--- src/rtl/ro_slot_capture_pkg.sv ---
// Shared definitions for the readout-bus slot capture path.
// The ctz decoder is kept here so a transmit-side checker can reuse it.
package ro_slot_capture_pkg;

  localparam int N_CH_DEFAULT = 19;
  localparam int CH_W_DEFAULT = 5;
  localparam int ENTRY_W_DEFAULT = CH_W_DEFAULT + 1;

  typedef struct packed {
    logic [CH_W_DEFAULT-1:0] ch;
    logic                    pol;
  } entry_t;

  // Index of the lowest set bit; a zero input returns 0.
  function automatic int ctz(input logic [31:0] v);
    ctz = 0;
    for (int i = 31; i >= 0; i--) begin
      if (v[i]) ctz = i;
    end
  endfunction

endpackage

--- src/rtl/ro_slot_capture_if.sv ---
// Valid/ready output stream of captured readout-bus events.
interface ro_slot_capture_if #(
  parameter int CH_W = 5
);
  logic            out_valid;
  logic            out_ready;
  logic [CH_W-1:0] out_ch;
  logic            out_pol;

  modport master (output out_valid, output out_ch, output out_pol, input out_ready);
  modport slave  (input out_valid, input out_ch, input out_pol, output out_ready);
endinterface

--- src/rtl/ro_evt_fifo.sv ---
// Synchronous event FIFO with valid/ready pop and a sticky overflow flag.
// An empty FIFO presents zero data; a full FIFO still accepts a push when popped.
module ro_evt_fifo #(
  parameter int W     = 6,
  parameter int DEPTH = 8
) (
  input  logic         clk,
  input  logic         rst_n,
  input  logic         push,
  input  logic [W-1:0] wr_data,
  input  logic         rd_ready,
  input  logic         clr_ovf,
  output logic         rd_valid,
  output logic [W-1:0] rd_data,
  output logic         ovf
);
  localparam int AW = $clog2(DEPTH);

  logic [W-1:0]  mem [DEPTH];
  logic [AW-1:0] wr_ptr;
  logic [AW-1:0] rd_ptr;
  logic [AW:0]   occ;
  logic          full;
  logic          pop;
  logic          wr_en;

  assign full     = (occ == (AW+1)'(DEPTH));
  assign rd_valid = (occ != '0);
  assign pop      = rd_valid & rd_ready;
  assign wr_en    = push & (~full | pop);
  assign rd_data  = rd_valid ? mem[rd_ptr] : '0;

  always_ff @(posedge clk or negedge rst_n) begin
    if (!rst_n) begin
      wr_ptr <= '0;
      rd_ptr <= '0;
      occ    <= '0;
      ovf    <= 1'b0;
    end else begin
      if (wr_en) wr_ptr <= wr_ptr + 1'b1;
      if (pop)   rd_ptr <= rd_ptr + 1'b1;
      case ({wr_en, pop})
        2'b10:   occ <= occ + 1'b1;
        2'b01:   occ <= occ - 1'b1;
        default: occ <= occ;
      endcase
      // a drop in the same cycle as a clear leaves the flag set
      if (push & ~wr_en)  ovf <= 1'b1;
      else if (clr_ovf)   ovf <= 1'b0;
    end
  end

  always_ff @(posedge clk) begin
    if (wr_en) mem[wr_ptr] <= wr_data;
  end

endmodule

--- src/rtl/ro_slot_capture.sv ---
// Readout-bus receiver: regenerates the slot schedule, attributes each slot
// to the channel whose Gray bit toggled, and buffers event-carrying slots.
module ro_slot_capture
  import ro_slot_capture_pkg::*;
#(
  parameter int N_CH  = N_CH_DEFAULT,
  parameter int CH_W  = CH_W_DEFAULT,
  parameter int DEPTH = 8
) (
  input  logic                  clk_master,
  input  logic                  rstb,
  input  logic                  en,
  input  logic                  in_eve,
  input  logic                  in_pol_eve,
  input  logic                  clr_ovf,
  ro_slot_capture_if.master     out_if,
  output logic                  frame_start,
  output logic                  ovf
);
  logic [N_CH-1:0] cnt;
  logic [CH_W-1:0] slot_ch;
  logic            push;
  logic [CH_W:0]   wr_data;
  logic [CH_W:0]   rd_data;

  // slot c is owned by the Gray bit that toggled on the increment to c
  assign slot_ch = CH_W'(ctz(32'(cnt)));
  assign push    = en & in_eve & (cnt != '0);
  assign wr_data = {slot_ch, in_pol_eve};

  always_ff @(posedge clk_master or negedge rstb) begin
    if (!rstb) begin
      cnt         <= '0;
      frame_start <= 1'b0;
    end else begin
      frame_start <= en & (&cnt);
      if (en) cnt <= cnt + 1'b1;
    end
  end

  ro_evt_fifo #(
    .W     (CH_W + 1),
    .DEPTH (DEPTH)
  ) u_fifo (
    .clk      (clk_master),
    .rst_n    (rstb),
    .push     (push),
    .wr_data  (wr_data),
    .rd_ready (out_if.out_ready),
    .clr_ovf  (clr_ovf),
    .rd_valid (out_if.out_valid),
    .rd_data  (rd_data),
    .ovf      (ovf)
  );

  assign out_if.out_ch  = rd_data[CH_W:1];
  assign out_if.out_pol = rd_data[0];

endmodule

--- src/flat_wrapper.sv ---
// flat-port wrapper written by rule: the top's interface ports become plain ports
module ro_slot_capture_flat import ro_slot_capture_pkg::*;
#(
  parameter int N_CH  = N_CH_DEFAULT,
  parameter int CH_W  = CH_W_DEFAULT,
  parameter int DEPTH = 8
)
  (clk_master, rstb, en, in_eve, in_pol_eve, clr_ovf, frame_start, ovf, out_if_out_valid, out_if_out_ch, out_if_out_pol, out_if_out_ready);
  ro_slot_capture_if #(.CH_W(CH_W)) out_if_i ();
  input  logic clk_master;
  input  logic rstb;
  input  logic en;
  input  logic in_eve;
  input  logic in_pol_eve;
  input  logic clr_ovf;
  output logic frame_start;
  output logic ovf;
  output wire logic [$bits(out_if_i.out_valid)-1:0] out_if_out_valid;
  output wire logic [$bits(out_if_i.out_ch)-1:0] out_if_out_ch;
  output wire logic [$bits(out_if_i.out_pol)-1:0] out_if_out_pol;
  input wire logic [$bits(out_if_i.out_ready)-1:0] out_if_out_ready;
  assign out_if_out_valid = out_if_i.out_valid;
  assign out_if_out_ch = out_if_i.out_ch;
  assign out_if_out_pol = out_if_i.out_pol;
  assign out_if_i.out_ready = out_if_out_ready;
  ro_slot_capture #(.N_CH(N_CH), .CH_W(CH_W), .DEPTH(DEPTH)) u_core (.clk_master(clk_master), .rstb(rstb), .en(en), .in_eve(in_eve), .in_pol_eve(in_pol_eve), .clr_ovf(clr_ovf), .out_if(out_if_i), .frame_start(frame_start), .ovf(ovf));
endmodule
--- config.mk ---
export PLATFORM = sky130hd
export DESIGN_NAME = ro_slot_capture_flat
export DESIGN_NICKNAME = d
export VERILOG_FILES = /design/src/rtl/ro_slot_capture_pkg.sv /design/src/rtl/ro_slot_capture_if.sv /design/src/rtl/ro_evt_fifo.sv /design/src/rtl/ro_slot_capture.sv /design/src/flat_wrapper.sv
export SDC_FILE = /design/constraint.sdc
export NUM_CORES = 1
export LEC_CHECK = 0
export CAP_MARGIN = 10
export CORE_ASPECT_RATIO = 1.1
export CORE_MARGIN = 3
export CORE_UTILIZATION = 50
export DETAILED_ROUTE_END_ITERATION = 16
export GPL_ROUTABILITY_DRIVEN = 0
export GPL_TIMING_DRIVEN = 0
export PLACE_DENSITY = 0.71
export SLEW_MARGIN = 20
export SYNTH_ARGS = -nofsm -noshare
export SYNTH_HDL_FRONTEND = slang
export SYNTH_SLANG_ARGS = --single-unit
--- constraint.sdc ---
create_clock -name clk_master -period 4.7 [get_ports clk_master]
set_input_delay 0.705 -clock clk_master [delete_from_list [all_inputs] [get_ports clk_master]]
set_output_delay 0.705 -clock clk_master [all_outputs]
set_load 0.02 [all_outputs]
==> run_results.csv, run 1 <==
group,metric,value,unit
timing,setup_violations,0,
place,placed_cell_area,0.003949,mm²
place,dp_hpwl,4569,µm
hold_path,hold_path.class,"in -> async",
die,die_h,95.90,µm
place,dp_slack,1728,ps
die,initial_core_util,51.84,%
clock_network,numCtsBuffers,9,
logic_synthesis,netlist_instances,257,
logic_synthesis,yosys.area.top_type,"edfxtp_1",
timing,maxSlewViolCount,0,
timing,finalHoldViolations,0,
clock_network,cts_tree,"yes",
cells_and_area,final_cell_mix,"edfxtp_1, dfrtp_1, nor2_1, xnor2_1, nand2_1",
timing,finClkSkew,11.59,ps
timing,fin_ws,1405,ps
timing,finalCritPeriodShare,70.11,%
cells_and_area,syn2layout_area_growth,12.98,%
clock_network,cts_max_path_buffers,2,
critical_path,startpoint_type,"flip-flop",
die,dieArea,0.008413,mm²
grt,gr-usage-all-layers,17.65,%
power_and_ir_drop,internal_power,1.526,mW
logic_synthesis,synth_edf_count,48,
critical_path,worst-path-max-fanout,10,
cells_and_area,final_cell_area,0.004150,mm²
logic_synthesis,async_reset_ff_share,39.24,%
logic_synthesis,synth_seq_area_share,60.35,%
clock_network,ctsResizeCount,0,
power_and_ir_drop,power_frac_clock,21.3,%
timing,grt_setup_unrepaired,"false",
clock_network,cts_max_level,3,
timing,fmax,303.5,MHz
logic_synthesis,ys_seq_elements,79,
logic_synthesis,yosys_warnings,0,
power_and_ir_drop,swShare,34.01,%
power_and_ir_drop,p_leak,1.555,nW
die,rows,32,
clock_network,cts_setup_buffers,0,
timing,tns,0,ps
status,status,"finished, final reports clean",
timing,worst_pin_slew,992.3,ps
clock_network,cts.sinks,79,
critical_path,crit_arrival,2590,ps
clock_network,root_buffer,"clkbuf_8",
route,viasPerCell,5.561,
logic_synthesis,synth_top_area_share,39.24,%
die,core_area,0.007087,mm²
cells_and_area,multiInputGateArea,0.001404,mm²
critical_path,rrSetupSlack,1860,ps
place,port_buffers,13,
route,vias,2080,
flow_run,drv_cap,0,
timing,relSlewSlack,33.25,%
cells_and_area,antennaDiodeCount,0,
route,drtIter0Drc,138,
power_and_ir_drop,seq_power_share,43.7,%
route,drt-total-wl,6662,µm
power_and_ir_drop,p_comb_share,35.0,%
critical_path,reg2reg_from,"u_core.cnt[2]",
timing,min_period,3295,ps
grt,grt_pass1_wl,10750,µm
critical_path,end_kind,"output port",
die,die_width,87.73,µm
power_and_ir_drop,p_sw,0.7863,mW
cells_and_area,regArea,0.002217,mm²
critical_path,r2r_end,"u_core.u_fifo.occ[3]",
logic_synthesis,synth_cell_types,51,
clock_network,path_clk_slew,80,ps
cells_and_area,fillers,560,
grt,antenna_found_initial,0,
grt,grt_pass1_vias,2126,
route,routedWlPerCell,17.81,µm
route,final_antenna_net_count,0,
die,io_pins,16,
clock_network,clk-insertion-delay-late,350,ps
critical_path,critPathKind,"reg -> out",
route,dr.pass1.iters,4,
grt,grt_overflow,0,
logic_synthesis,synthTopCellsByArea,"edfxtp_1, dfrtp_1, mux4_2",
grt,grt_max_degree,32,
critical_path,cp.required,3990,ps
critical_path,r2r_cells,12,
cells_and_area,nets,298,
logic_synthesis,syn_avg_cell_area,14.29,µm²
clock_network,hold_buffers,0,
power_and_ir_drop,power_density,557.1,mW/mm²
logic_synthesis,syn_nets,271,
cells_and_area,utilization,58.56,%
cells_and_area,layout-drive-gt1-share,19.03,%
power_and_ir_drop,max-vdd-ir-drop,247.7,µV
logic_synthesis,synth_flop_cell,"edfxtp_1",
route,drc_errors,0,
logic_synthesis,synth_area,0.003674,mm²
cells_and_area,layout_commonest_cell,"edfxtp_1",
[how the worst max path moves through the flow]
stage / from / endpoint / depth (start not counted)
CTS: u_core.u_fifo.rd_ptr[0] / out_if_out_ch[3] / 5
finish: u_core.u_fifo.rd_ptr[0] / out_if_out_ch[0] / 5
floorplan: out_if_out_ready / u_core.u_fifo.mem[2][0] / 4
global placement: in_eve / u_core.u_fifo.mem[1][3] / 4
detailed placement: in_eve / u_core.u_fifo.mem[5][5] / 4
global route: u_core.u_fifo.rd_ptr[0] / out_if_out_ch[0] / 5
[kinds of logic after synthesis]
kind of cell | share of synthesized area (%)
DFF | 60.35
and+or+nand+nor | 13.39
buffers and inverters | 2.350
xor gates and xnor gates | 6.165
adders and majority gates | 2.589
AOI/OAI and AO/OA | 5.143
muxes | 10.01
[cell usage after synthesis (all sizes together), types with 2 or more instances]
master and instances:
clkbuf 3, nor3 8, mux4 12, inv 11
and4 2, mux2i 6, o22ai 3, xnor2 18
o21ai 4, a21o 2, nor3b 3, xor2 7
a21oi 5, edfxtp 48, mux2 3, o31ai 2
and2 2, nand3b 2, ha 6, nand4 5
nor2 18, and3 3, nand2 16, buf 6
nor4 6, dfrtp 31, nand3 9, o211ai 2
nor4b 2
[per-layer routing]
metal,global-route usage [%],wire length [µm],vias up
met5,0,0,-
met2,28.96,3358,26
met3,3.339,150,11
met1,23.11,3049,1030
met4,7.289,103,0
li1,-,-,1013
[cell type report]
type / instances / share of cell area (%)
Inverter: 11 / 0.9949
Timing Repair Buffer: 16 / 3.497
Tap cell: 85 / 2.563
Clock inverter: 4 / 1.115
Buffer: 9 / 1.085
Clock buffer: 12 / 3.497
Sequential cell: 79 / 53.42
Multi-Input combinational cell: 158 / 33.83
[critical path: stages (launching register included)]
cell             delay, ps
dfrtp_1                510
buf_2                  400
mux4_2                 550
mux2i_1                170
nor2_1                  60
clkdlybuf4s50_1        550
[power groups by stage]
| stage | sequential (mW) | clock [mW] | combinational, mW |
|---|---|---|---|
| 5_1_grt | 1.02 | 0.529 | 0.887 |
| 4_1_cts | 1.01 | 0.502 | 0.820 |
| 3_3_place_gp | 1.01 | 0 | 0.789 |
| 2_1_floorplan | 0.985 | 0 | 0.585 |
| 3_5_place_dp | 1.02 | 0 | 0.820 |
| 6_report | 1.01 | 0.493 | 0.809 |
[sequential cells by signal, indices dropped and copies added, names as in the netlist]
name                  flops
u_core.u_fifo.mem        48
u_core.cnt               19
u_core.u_fifo.occ         4
u_core.u_fifo.rd_ptr      3
u_core.u_fifo.wr_ptr      3
u_core.frame_start        1
u_core.u_fifo.ovf         1
[through the flow]
step | hold WS (ps) | cells | power, mW
6_report | 395.9 | 374 | 2.312
4_1_cts | 412.9 | 374 | 2.331
3_5_place_dp | 526.4 | 358 | 1.843
5_1_grt | 435.3 | 374 | 2.441
3_3_place_gp | 511.2 | 355 | 1.802
2_1_floorplan | 409.4 | 257 | 1.570
Power figures use the tool's default switching activity.
==> inputs of run 2 (changes only) <==
==> constraint.sdc (replaced) <==
create_clock -name clk_master -period 3.3 [get_ports clk_master]
set_input_delay 0.495 -clock clk_master [delete_from_list [all_inputs] [get_ports clk_master]]
set_output_delay 0.495 -clock clk_master [all_outputs]
set_load 0.02 [all_outputs]
==> results of run 2 <==
The final DEF is identical to that of run 1. Status: finished, final reports clean.
Among the figures that moved: setup slack after placement 1728 ps -> 470.2 ps; setup slack after layout 1405 ps -> 214.9 ps; hold slack 395.9 ps -> 185.9 ps; register-to-register setup slack 1860 ps -> 460 ps; total power 2.312 mW -> 3.293 mW; worst IR drop on VDD 247.7 µV -> 352.8 µV
